`src/rtl/cpu_run_ctrl.sv`:
```
// Run controller: resets, starts and watches one core through a program run,
// latches its result and cycle count, and completes the done/ack handshake.
// Ports: clk, reset (sync, active-low), go/abort/auto_mode board requests,
//   cpu_done/cpu_ld from the core, cpu_reset/cpu_start/cpu_ack to the core,
//   busy/result/cycles/timeout/run_count/done_pulse registered status.
module cpu_run_ctrl #(
  parameter int RST_CYCLES = 2,
  parameter int CNT_W      = 16,
  parameter int TIMEOUT    = 50000
) (
  input  logic             clk,
  input  logic             reset,
  input  logic             go,
  input  logic             abort,
  input  logic             auto_mode,
  input  logic             cpu_done,
  input  logic [7:0]       cpu_ld,
  output logic             cpu_reset,
  output logic             cpu_start,
  output logic             cpu_ack,
  output logic             busy,
  output logic [7:0]       result,
  output logic [CNT_W-1:0] cycles,
  output logic             timeout,
  output logic [7:0]       run_count,
  output logic             done_pulse
);

  localparam int RCW = (RST_CYCLES > 1) ? $clog2(RST_CYCLES) : 1;

  typedef enum logic [2:0] {
    S_IDLE,
    S_CLR,
    S_START,
    S_RUN,
    S_ACK
  } state_e;

  state_e           state_q, state_d;
  logic [RCW-1:0]   rcnt_q, rcnt_d;
  logic [CNT_W-1:0] cnt_q, cnt_d;
  logic             cpu_reset_q, cpu_reset_d;
  logic             cpu_start_q, cpu_start_d;
  logic             cpu_ack_q, cpu_ack_d;
  logic             busy_q, busy_d;
  logic [7:0]       result_q, result_d;
  logic [CNT_W-1:0] cycles_q, cycles_d;
  logic             timeout_q, timeout_d;
  logic [7:0]       run_count_q, run_count_d;
  logic             done_pulse_q, done_pulse_d;

  always_comb begin
    state_d      = state_q;
    rcnt_d       = rcnt_q;
    cnt_d        = cnt_q;
    result_d     = result_q;
    cycles_d     = cycles_q;
    timeout_d    = timeout_q;
    run_count_d  = run_count_q;
    done_pulse_d = 1'b0;

    if (abort) begin
      // abort wins over everything but reset and leaves results untouched
      state_d = S_IDLE;
    end else begin
      case (state_q)
        S_IDLE: begin
          if (go || auto_mode) begin
            timeout_d = 1'b0;
            rcnt_d    = '0;
            state_d   = S_CLR;
          end
        end
        S_CLR: begin
          if (rcnt_q == RCW'(RST_CYCLES - 1)) begin
            state_d = S_START;
          end else begin
            rcnt_d = rcnt_q + RCW'(1);
          end
        end
        S_START: begin
          cnt_d   = '0;
          state_d = S_RUN;
        end
        S_RUN: begin
          if (cpu_done) begin
            result_d = cpu_ld;
            cycles_d = cnt_q;
            state_d  = S_ACK;
          end else if (cnt_q == CNT_W'(TIMEOUT)) begin
            timeout_d = 1'b1;
            cycles_d  = CNT_W'(TIMEOUT);
            state_d   = S_IDLE;
          end else begin
            cnt_d = cnt_q + CNT_W'(1);
          end
        end
        S_ACK: begin
          if (!cpu_done) begin
            run_count_d  = run_count_q + 8'd1;
            done_pulse_d = 1'b1;
            state_d      = S_IDLE;
          end
        end
        default: state_d = S_IDLE;
      endcase
    end

    // core-facing outputs are registered copies of the next state's decode
    cpu_reset_d = (state_d == S_IDLE) || (state_d == S_CLR);
    cpu_start_d = (state_d == S_START);
    cpu_ack_d   = (state_d == S_ACK);
    busy_d      = (state_d != S_IDLE);
  end

  always_ff @(posedge clk) begin
    if (!reset) begin
      state_q      <= S_IDLE;
      rcnt_q       <= '0;
      cnt_q        <= '0;
      cpu_reset_q  <= 1'b1;
      cpu_start_q  <= 1'b0;
      cpu_ack_q    <= 1'b0;
      busy_q       <= 1'b0;
      result_q     <= '0;
      cycles_q     <= '0;
      timeout_q    <= 1'b0;
      run_count_q  <= '0;
      done_pulse_q <= 1'b0;
    end else begin
      state_q      <= state_d;
      rcnt_q       <= rcnt_d;
      cnt_q        <= cnt_d;
      cpu_reset_q  <= cpu_reset_d;
      cpu_start_q  <= cpu_start_d;
      cpu_ack_q    <= cpu_ack_d;
      busy_q       <= busy_d;
      result_q     <= result_d;
      cycles_q     <= cycles_d;
      timeout_q    <= timeout_d;
      run_count_q  <= run_count_d;
      done_pulse_q <= done_pulse_d;
    end
  end

  assign cpu_reset  = cpu_reset_q;
  assign cpu_start  = cpu_start_q;
  assign cpu_ack    = cpu_ack_q;
  assign busy       = busy_q;
  assign result     = result_q;
  assign cycles     = cycles_q;
  assign timeout    = timeout_q;
  assign run_count  = run_count_q;
  assign done_pulse = done_pulse_q;

endmodule

```
`config.mk`:
```
export PLATFORM = sky130hd
export DESIGN_NAME = cpu_run_ctrl
export DESIGN_NICKNAME = d
export VERILOG_FILES = /design/src/rtl/cpu_run_ctrl.sv
export SDC_FILE = /design/constraint.sdc
export NUM_CORES = 1
export LEC_CHECK = 0
export ABC_AREA = 1
export ABC_CLOCK_PERIOD_IN_PS = 1730
export BUFFER_PORTS_ARGS = -buffer_cell sky130_fd_sc_hd__buf_4
export CORE_MARGIN = 2
export CORE_UTILIZATION = 30
export CTS_CLUSTER_SIZE = 8
export DETAILED_ROUTE_END_ITERATION = 10
export GPL_TIMING_DRIVEN = 0
export PLACE_DENSITY_LB_ADDON = 0.3
export SYNTH_ARGS = -nofsm -noshare
export SYNTH_HDL_FRONTEND = slang
export SYNTH_SLANG_ARGS = --single-unit
```
`constraint.sdc`:
```
create_clock -name clk -period 1.73 [get_ports clk]
set_input_delay 0 -clock clk [delete_from_list [all_inputs] [get_ports clk]]
set_output_delay 0 -clock clk [all_outputs]
set_load 0.02 [all_outputs]
```
After elaboration in Yosys (flattened, before gate mapping)
Index checks and enable logic that the tools add are counted.

$add $sub $neg: 3. Multiply operators: 0. Div/mod/pow operators: 0. Magnitude comparators: 0. Eq/ne operators: 12. Shifts and indexed selects: 0. Muxes and demuxes: 19. Bitwise gates (word level): 4. Reduce and logical (&&, ||, !) cells: 16.

Operators with widths (count): $mux W16 (4); $pmux W16 S2 (1); $mux W3 (6); $add A16 B1 Y16 const B (1); $eq A16 B16 Y1 const B (1); $pmux W3 S5 (1); $reduce_and A3 Y1 (4); $eq A3 B2 Y1 const B (3); $add A8 B1 Y8 const B (1); $ne A2 B2 Y1 const B (4); $reduce_bool A2 Y1 (4); $eq A3 B1 Y1 const B (2); $eq A3 B3 Y1 const B (2); $logic_not A3 Y1 (2); $mux W1 (5); $reduce_and A5 Y1 (1); $not A1 Y1 (4); $pmux W1 S2 (2); $reduce_and A4 Y1 (1); $reduce_bool A3 Y1 (1); $reduce_or A3 Y1 (1); $logic_or A1 B1 Y1 (2); $add A1 B1 Y1 const B (1).

Flip-flop bits (word level): 58. Latch bits: 0. RAM bits: 0. Bits in read-only memories: 0. Input port bits: 14. Output and inout port bits: 38. Word-level logic and storage cells: 66. Memories: 0.

Depth between registers and ports, before layout
Gate-level depths: netlist of run 1.

Depth in word-level cells: 7. Mapped depth: 14. Mapped depth without buffers: 12.

Least setup slack after synthesis of run 1
Ideal clock, no wire load.

Path type: flip-flop to flip-flop. Start: register cnt_q[0]. End: register cnt_q[6]. Setup time: 0.132 ns. Arrival time: 1.451 ns. Required time: 1.598 ns. Path slack: 0.147 ns. Stages on the path, launching flop included: 15. Buffers on the path: 2. Clock period less this slack: 1.583 ns. Path through: dfxtp_1 buf_2 inv_1 ha_1 nand2_1 inv_1 nand2_1 nor2_4 nand2_2 nand2_4 nand2_4 nand2_4 buf_6 nand2_1 a21oi_2.

Longest elaborated chain between the ends: 4. Elaborated cells on any way between the ends: 7. Those cells by class: add/sub (1); eq/ne (2); mux (3); reduce/logical (1).

RTL lines: start: declaration (line 41) `logic [CNT_W-1:0] cnt_q, cnt_d;`; start signal: assignment (line 133) `cnt_q <= cnt_d;`; $add A16 B1 Y16 (line 95) `cnt_d = cnt_q + CNT_W'(1);`; $mux W16 (line 90) `end else if (cnt_q == CNT_W'(TIMEOUT)) begin`; $mux W16 (line 86) `if (cpu_done) begin`; $pmux W16 S2 (line 66) `case (state_q)`.

Parallel ways exist; a longest one is shown, timed or not. The select of a mux whose other input is x is not followed. A chain may end at the register's enable or synchronous reset.

Worst setup path after layout of run 1
Same ends and word-level chain as after synthesis.

==> results.sh, run 1 <==
export IMPL_cts_htree_levels=3
export IMPL_layout_commonest_cell="nand2_1"
export IMPL_synthTopCellsByArea="dfxtp_1, nand2_1, nor2_1"
export IMPL_rsz0062_at_grt="true"
export IMPL_fmax_mhz=585
export IMPL_avgSynthCellArea_um2=6.78
export IMPL_start_util_pct=31.2
export IMPL_syn_inst=429
export IMPL_synth_seq_area_share_pct=39.9
export IMPL_num_rows=35
export IMPL_viasPerCell=4.58
export IMPL_p_leak_nw=1.68
export IMPL_grt_pass1_wl_um=13200
export IMPL_cp_arrival_ps=1980
export IMPL_dieArea_um2=10500
export IMPL_grt_overflow_total=0
export IMPL_worst_setup_path_type="register to register"
export IMPL_fin_crit_sh_pct=98.7
export IMPL_multi_input_area_um2=1570
export IMPL_areaGrowthSynthToFinish_pct=39.0
export IMPL_cts_buffers=9
export IMPL_drive_above_1_share_pct=26.1
export IMPL_min_path_type="input port to register"
export IMPL_io_pins=52
export IMPL_syn_nets=446
export IMPL_timing_hold_ws_ps=49.5
export IMPL_die_w_um=102
export IMPL_clk_path_buf_depth=2
export IMPL_p_comb_share_pct=4.7
export IMPL_post_place_cells=609
export IMPL_vdd_drop_max_uv=513
export IMPL_clock_latency_ps=350
export IMPL_cts_root_buf="clkbuf_8"
export IMPL_synth_cell_types=33
export IMPL_p_sw_mw=0.660
export IMPL_yosys_warnings=0
export IMPL_status="complete, no violations"
export IMPL_worstPathMaxFanout=5
export IMPL_grt_max_degree=12
export IMPL_drt_initial_drc_count=176
export IMPL_drt_met1_wl_um=3690
export IMPL_clock_skew_ps=8.33
export IMPL_antenna_cells=0
export IMPL_setup_tns_ps=0
export IMPL_fp_coreArea_um2=9330
export IMPL_yosysTopAreaCell="dfxtp_1"
export IMPL_seqPwrFrac_pct=42.6
export IMPL_setup_viol=0
export IMPL_first_global_vias=2816
export IMPL_antenna_found_initial=0
export IMPL_cts_tree="done"
export IMPL_power_density_nw_per_um2=785
export IMPL_post_place_ws_ps=-93.2
export IMPL_hold_viol_final=0
export IMPL_vias=2943
export IMPL_antenna_left=0
export IMPL_met2_length_um=3730
export IMPL_intPower_mw=2.51
export IMPL_swShare_pct=20.8
export IMPL_maxCapViolCount=0
export IMPL_setup_worst_path_start_class="register"
export IMPL_worst_slew_pin_slew_ps=652
export IMPL_synth_top_area_share_pct=39.9
export IMPL_relSlewSlack_pct=56.5
export IMPL_cp_data_required_time_ps=2010
export IMPL_first_pass_iters=4
export IMPL_synthFlopType="dfxtp_1"
export IMPL_end_kind="register"
export IMPL_seqCellArea_um2=1170
export IMPL_slew_viol_final=0
export IMPL_nets=526
export IMPL_mostFrequentLayoutCells="nand2_1, nor2_1, buf_4"
export IMPL_routabilityCongestion=0.902
export IMPL_top_layer="met4"
export IMPL_portBuffers=51
export IMPL_fill_cells=969
export IMPL_path_clk_slew_ps=70
export IMPL_synth_edf_count=0
export IMPL_clockPowerShare_pct=52.7
export IMPL_grt_util_all_layers_pct=16.2
export IMPL_clock_sinks=58
export IMPL_hpwlAfterDp_um=5520
export IMPL_dr_wl_met3_um=462
export IMPL_wire_per_inst_um=12.4
export IMPL_wirelength_um=7960
export IMPL_final_cells=643
export IMPL_async_reset_ff_share_pct=0
export IMPL_synth_cell_area_um2=2910
export IMPL_period_needed_ps=1710
export IMPL_drc_errors=0
export IMPL_setup_ws_ps=22.0
export IMPL_ys_ff_latch=58
export IMPL_die_y_um=102
metal layers:
layer | vias to the layer above | track usage (%)
met1 | 1326 | 21.1
met2 | 85 | 25.6
li1 | 1521 | -
met4 | 0 | 6.26
met3 | 11 | 4.24
met5 | - | 0
area by class of cell:
class | count | area share, %
clock inverters | 7 | 3.50
multi-input cells | 308 | 38.9
repair buffers | 69 | 14.6
flip-flops and latches | 58 | 28.9
well taps | 129 | 3.99
inverters | 48 | 4.64
clock buffers | 9 | 3.07
plain buffers | 15 | 2.54
per-stage QoR:
| step | total power [mW] | utilization, % | area (um2) |
|---|---|---|---|
| final | 3.17 | 43.3 | 4040 |
| after global routing | 3.27 | 43.3 | 4040 |
| after CTS | 3.19 | 42.3 | 3940 |
| after detailed placement | 1.50 | 37.0 | 3450 |
| after global placement | 1.50 | 37.0 | 3450 |
| after floorplan | 1.44 | - | 2910 |
cell families after synthesis:
logic type	count (synthesis)	share of synthesized area [%]
buffers and inverters	63	9.47
XOR/XNOR	4	1.21
flip-flops	58	39.9
AND/OR/NAND/NOR	244	36.6
AO/OA/AOI/OAI	57	11.5
adder cells (fa/ha/maj)	3	1.29
power by group through the flow:
| stage | sequential (mW) | clock [mW] | combinational, mW |
|---|---|---|---|
| 2_1_floorplan | 1.38 | 0 | 0.0608 |
| 3_3_place_gp | 1.38 | 0 | 0.119 |
| 3_5_place_dp | 1.38 | 0 | 0.120 |
| 4_1_cts | 1.35 | 1.69 | 0.142 |
| 5_1_grt | 1.35 | 1.75 | 0.165 |
| 6_report | 1.35 | 1.67 | 0.148 |
timing repair:
item                       in CTS  in global routing
hold buffers                    9                  1
gates resized for setup        12                 24
setup endpoints to repair      26                 28
buffers inserted                6                  1
hold endpoints to repair        9                  2
gates cloned                    1                  0
pin swaps                      12                  7
critical path, cell delays in order (launching register included):
cell	delay (ps)
dfxtp_2	330
buf_6	120
inv_6	60
ha_4	120
nand2_1	40
inv_1	60
nand2_2	60
nor2_4	100
nand2_2	80
nand2_4	90
nand2_8	70
nand2_8	90
buf_12	100
buf_8	120
nand2_1	70
a21oi_2	120
cell usage after synthesis (2+ instances only):
| cell type | n |
|---|---|
| a21oi_1 | 27 |
| a21oi_2 | 5 |
| buf_2 | 2 |
| buf_4 | 5 |
| buf_6 | 2 |
| clkbuf_1 | 5 |
| dfxtp_1 | 58 |
| ha_1 | 3 |
| inv_1 | 41 |
| inv_2 | 5 |
| nand2_1 | 121 |
| nand2_4 | 3 |
| nand3_1 | 25 |
| nand4_1 | 12 |
| nor2_1 | 67 |
| nor2_2 | 4 |
| nor2_4 | 2 |
| nor3_1 | 6 |
| o21ai_0 | 12 |
| o21ai_1 | 2 |
| o21ai_2 | 2 |
| o21bai_1 | 7 |
| xnor2_1 | 2 |
| xor2_1 | 2 |
worst paths after layout:
kind / from / to / slack (ps) / cells after the start
max: cnt_q[0]$_SDFFE_PN0P_ / cnt_q[6]$_SDFFE_PN0P_ / 20 / 15
min: go / timeout$_SDFFE_PN0P_ / 50 / 5
max reg2reg: cnt_q[0]$_SDFFE_PN0P_ / cnt_q[6]$_SDFFE_PN0P_ / 20 / 15
min reg2reg: cycles[12]$_SDFFE_PN0P_ / cycles[12]$_SDFFE_PN0P_ / 460 / 2
state kept, by name, indices dropped and copies added (netlist names), 3 cells and up:
| register | flops |
|---|---|
| cycles | 16 |
| result | 8 |
| run_count | 8 |
| state_q | 3 |
| cnt_q | 16 |
Note: power is estimated with default switching activity, not from simulation.
==> inputs of run 2 (changes only) <==
Settings changed: MAX_ROUTING_LAYER from default to met4.
==> run 2 against run 1 <==
Clock power shrank 19%. Wire length fell by 0.55%. Hold slack worse by 7.5 ps. Global-route usage grew 0.39 points. Utilization fell by 1.6 points. Die area is the same. Register-to-register slack gained 50 ps. Setup slack improved by 51 ps. Non-clock buffer count is 4 lower. Sequential share of layout area increased by 1.1 points. Power shrank 10%. Critical path type unchanged.
==> results.sh, run 2 (synthesis results as in run 1) <==
export IMPL_period_needed_ps=1660
export IMPL_p_leak_nw=1.63
export IMPL_worst_slew_pin_slew_ps=686
export IMPL_wirelength_um=7920
export IMPL_timing_hold_ws_ps=42.0
export IMPL_setup_viol=0
export IMPL_layout_commonest_cell="nand2_1"
export IMPL_grt_overflow_total=0
export IMPL_min_path_type="input port to register"
export IMPL_dieArea_um2=10500
export IMPL_areaGrowthSynthToFinish_pct=34.1
export IMPL_io_pins=52
export IMPL_drc_errors=0
export IMPL_vias=2874
export IMPL_grt_use_met2_pct=26.0
export IMPL_cts_root_buf="clkbuf_8"
export IMPL_portBuffers=51
export IMPL_use_met1_pct=21.3
export IMPL_antenna_cells=0
export IMPL_viasPerCell=4.50
export IMPL_slew_viol_final=0
export IMPL_worst_setup_path_type="register to register"
export IMPL_setup_tns_ps=0
export IMPL_status="complete, no violations"
export IMPL_post_place_ws_ps=-91.5
export IMPL_end_kind="register"
export IMPL_hold_path_startpoint="reset"
export IMPL_path_clk_slew_ps=70
export IMPL_die_y_um=102
export IMPL_fmax_mhz=604
export IMPL_grt_max_degree=11
export IMPL_clock_sinks=58
export IMPL_num_rows=35
export IMPL_power_density_nw_per_um2=731
export IMPL_hpwlAfterDp_um=5570
export IMPL_fill_cells=971
export IMPL_grt_pass1_wl_um=13200
export IMPL_mostFrequentLayoutCells="nand2_1, nor2_1, buf_4"
export IMPL_worstPathMaxFanout=5
export IMPL_maxCapViolCount=0
export IMPL_fp_coreArea_um2=9330
export IMPL_antenna_found_initial=0
export IMPL_busiest_layer="met2"
export IMPL_setup_worst_path_start_class="register"
export IMPL_nets=522
export IMPL_finish_utilization_pct=41.8
export IMPL_cts_htree_levels=3
export IMPL_final_cells=638
export IMPL_drt_initial_drc_count=130
export IMPL_cts_tree="done"
export IMPL_post_place_cells=609
export IMPL_cp_data_required_time_ps=1990
export IMPL_use_met3_pct=3.49
export IMPL_crit_start="cnt_q[0]$_SDFFE_PN0P_"
export IMPL_first_global_vias=2757
export IMPL_clock_skew_ps=15.7
export IMPL_routabilityCongestion=0.919
export IMPL_start_util_pct=31.2
export IMPL_vdd_drop_max_uv=636
export IMPL_clock_latency_ps=340
export IMPL_hold_viol_final=0
export IMPL_setup_ws_ps=73.3
export IMPL_r2r_start="cnt_q[0]$_SDFFE_PN0P_"
export IMPL_clk_path_buf_depth=2
export IMPL_relSlewSlack_pct=54.3
export IMPL_drive_above_1_share_pct=23.6
export IMPL_cts_buffers=9
export IMPL_first_pass_iters=4
export IMPL_cp_arrival_ps=1910
export IMPL_wire_per_inst_um=12.4
export IMPL_die_w_um=102
export IMPL_antenna_left=0
export IMPL_fin_crit_sh_pct=95.8
export IMPL_grt_util_all_layers_pct=16.6
run 2: changes by cell type in the layout (fill, tap and decap cells not counted), moves of 2 or more:
| cell | change |
|---|---|
| a21oi_1 | +3 |
| a21oi_2 | -3 |
| buf_12 | -2 |
| buf_4 | -2 |
| bufinv_16 | -2 |
| clkinv_2 | +2 |
| nand2_1 | +4 |
| nand2_2 | -3 |
| nor2_1 | +2 |
| nor2_2 | -2 |
run 2: cell type report:
class	instances	area, um2	share of cell area (%)
buffer	15	103	2.63
clock buffer	9	124	3.18
clock inverter	6	82.6	2.12
inverter	48	188	4.82
multi-input combinational	308	1540	39.5
sequential	58	1170	29.9
tap	129	161	4.14
timing repair buffer	65	534	13.7
run 2: per-stage QoR:
step | cell area [um2] | power [mW]
2_1_floorplan | 2910 | 1.44
3_3_place_gp | 3450 | 1.50
3_5_place_dp | 3450 | 1.50
4_1_cts | 3830 | 2.88
5_1_grt | 3900 | 2.95
6_report | 3900 | 2.85
run 2: repair_timing:
action                                  CTS  global route
hold endpoints to repair                  9             0
setup buffers                             4             1
resized for setup                        11            15
pin swaps                                 6             4
cloned                                    1             0
hold buffers                              9             0
endpoints found under the setup margin   25            25
run 2: metal layers:
| layer | up-vias | part of all wire, % |
|---|---|---|
| li1 | 1519 | - |
| met1 | 1274 | 48 |
| met2 | 75 | 46 |
| met3 | 6 | 4.4 |
| met4 | 0 | 1.1 |
| met5 | - | 0 |
run 2: report_power, final:
part           internal, mW  switching [mW]
registers              1.34         0.00646
clock network         0.795           0.558
logic                0.0632          0.0807
run 2: worst paths after layout:
check | cells after the start | slack (ps) | endpoint
worst max-delay path | 14 | 70 | cnt_q[6]$_SDFFE_PN0P_
worst min-delay path | 3 | 40 | state_q[1]$_SDFF_PN0_
worst max register to register | 14 | 70 | cnt_q[6]$_SDFFE_PN0P_
worst min register to register | 2 | 460 | cycles[5]$_SDFFE_PN0P_
run 2: critical path, stage by stage (launching register included):
cell	delay (ps)
dfxtp_2	330
buf_6	120
inv_6	60
ha_4	130
nand2_1	50
inv_1	60
nand2_2	60
nor2_4	120
nand2_2	90
nand2_4	100
nand2_8	70
nand2_8	100
buf_8	120
nand2_1	60
a21oi_2	120
==> inputs of run 3 (changes only) <==
--- a/config.mk
+++ b/config.mk
@@ -15,2 +15,3 @@
 export GPL_TIMING_DRIVEN = 0
+export HOLD_SLACK_MARGIN = 0.03
 export MAX_ROUTING_LAYER = met4
==> constraint.sdc (replaced) <==
create_clock -name clk -period 1.73 [get_ports clk]
set_input_delay 0.519 -clock clk [delete_from_list [all_inputs] [get_ports clk]]
set_output_delay 0.519 -clock clk [all_outputs]
set_load 0.02 [all_outputs]
==> run 3 against run 2 <==
Sequential power about the same. Sequential share of layout area rose by 0.71 points. Fmax barely moved. Setup slack improved by 0.88 ps. Clock-buffer cell count unchanged. Global-route usage is 0.33 points lower. Clock skew hardly changed. Non-clock buffer count down 9. Highest routed layer unchanged.
==> results.sh, run 3 (synthesis results as in run 1) <==
export IMPL_die_w_um=102
export IMPL_portBuffers=51
export IMPL_num_rows=35
export IMPL_wire_per_inst_um=12.5
export IMPL_first_global_vias=2695
export IMPL_die_y_um=102
export IMPL_drive_above_1_share_pct=24.0
export IMPL_setup_ws_ps=74.2
export IMPL_final_cells=629
export IMPL_vdd_drop_max_uv=714
export IMPL_fp_coreArea_um2=9330
export IMPL_post_place_cells=609
export IMPL_worst_setup_path_type="register to register"
export IMPL_antenna_found_initial=0
export IMPL_fmax_mhz=604
export IMPL_mostFrequentLayoutCells="nand2_1, nor2_1, buf_4"
export IMPL_first_pass_iters=4
export IMPL_io_pins=52
export IMPL_dieArea_um2=10500
export IMPL_hold_viol_final=0
export IMPL_cts_hold_buf=0
export IMPL_grt_max_degree=11
export IMPL_worstPathMaxFanout=5
export IMPL_vias=2852
export IMPL_min_path_type="input port to register"
export IMPL_start_util_pct=31.2
export IMPL_cts_root_buf="clkbuf_8"
export IMPL_viasPerCell=4.53
export IMPL_cp_arrival_ps=1920
export IMPL_drc_errors=0
export IMPL_routabilityCongestion=0.919
export IMPL_post_place_ws_ps=-120
export IMPL_p_leak_nw=1.59
export IMPL_clock_sinks=58
export IMPL_clock_skew_ps=15.8
export IMPL_cts_htree_levels=3
export IMPL_areaGrowthSynthToFinish_pct=31.0
export IMPL_relSlewSlack_pct=54.5
export IMPL_setup_worst_path_start_class="register"
export IMPL_slew_viol_final=0
export IMPL_maxCapViolCount=0
export IMPL_clock_latency_ps=340
export IMPL_antenna_cells=0
export IMPL_setup_viol=0
export IMPL_clk_path_buf_depth=2
export IMPL_grt_util_all_layers_pct=16.2
export IMPL_cts_tree="done"
export IMPL_period_needed_ps=1660
export IMPL_cts_buffers=9
export IMPL_path_clk_slew_ps=70
export IMPL_nets=513
export IMPL_finish_utilization_pct=40.8
export IMPL_grt_pass1_wl_um=12900
export IMPL_layout_commonest_cell="nand2_1"
export IMPL_worst_slew_pin_slew_ps=683
export IMPL_hpwlAfterDp_um=5570
export IMPL_status="complete, no violations"
export IMPL_placed_area_um2=3450
export IMPL_fill_cells=981
export IMPL_wirelength_um=7830
export IMPL_cp_data_required_time_ps=2000
export IMPL_end_kind="register"
export IMPL_fin_area_um2=3810
export IMPL_antenna_left=0
export IMPL_power_density_nw_per_um2=745
export IMPL_fin_crit_sh_pct=95.7
export IMPL_grt_overflow_total=0
export IMPL_drt_initial_drc_count=145
## run 3: cell count changes in the layout (fill, tap and decap cells not counted)
cell           change
dlygate4sd3_1      -9
## run 3: routing by layer
layer / wire [um] / track usage [%]
met2: 3530 / 25.1
met5: 0 / -
met1: 3790 / 21.1
met3: 413 / 3.49
met4: 93 / 5.23
## run 3: through the flow
step	TNS (ps)	hold slack [ps]	power, mW
finish	0	403	2.84
global route	-18.4	401	2.94
CTS	0	389	2.86
detailed placement	-1170	455	1.50
global placement	-919	449	1.50
floorplan	0	464	1.44
## run 3: timing repair
| action | CTS | global route |
|---|---|---|
| resized for setup | 11 | 15 |
| setup endpoints to repair | 25 | 25 |
| pin swaps | 6 | 4 |
| setup buffers | 4 | 1 |
| gates cloned | 1 | 0 |
## run 3: final cells by class
| type | instances | area (um2) | share of cell area (%) |
|---|---|---|---|
| clock buffers | 9 | 124 | 3.25 |
| multi-input cells | 308 | 1540 | 40.4 |
| well taps | 129 | 161 | 4.24 |
| flip-flops and latches | 58 | 1170 | 30.6 |
| plain buffers | 15 | 103 | 2.70 |
| inverters | 48 | 188 | 4.93 |
| repair buffers | 56 | 444 | 11.7 |
| clock inverters | 6 | 82.6 | 2.17 |
## run 3: worst max-delay path, cell delays in order, from the launching register on
cell	delay [ps]
dfxtp_2	330
buf_6	120
inv_6	60
ha_4	130
nand2_1	50
inv_1	60
nand2_2	60
nor2_4	120
nand2_2	90
nand2_4	100
nand2_8	70
nand2_8	100
buf_8	120
nand2_1	60
a21oi_2	120
## run 3: worst paths after layout
path	from	to	slack, ps	cells past startpoint
worst max-delay path	cnt_q[0]$_SDFFE_PN0P_	cnt_q[9]$_SDFFE_PN0P_	70	14
worst min-delay path	cpu_ld[1]	result[1]$_SDFFE_PN0P_	400	3
worst max register to register	cnt_q[0]$_SDFFE_PN0P_	cnt_q[9]$_SDFFE_PN0P_	70	14
worst min register to register	cycles[5]$_SDFFE_PN0P_	cycles[5]$_SDFFE_PN0P_	460	2
## run 3: report_power, final
part / switching, mW / total (mW) / leakage (nW) / internal [mW]
clock network: 0.566 / 1.36 / 0.105 / 0.795
logic: 0.0768 / 0.127 / 1.02 / 0.0500
registers: 0.00645 / 1.35 / 0.470 / 1.34
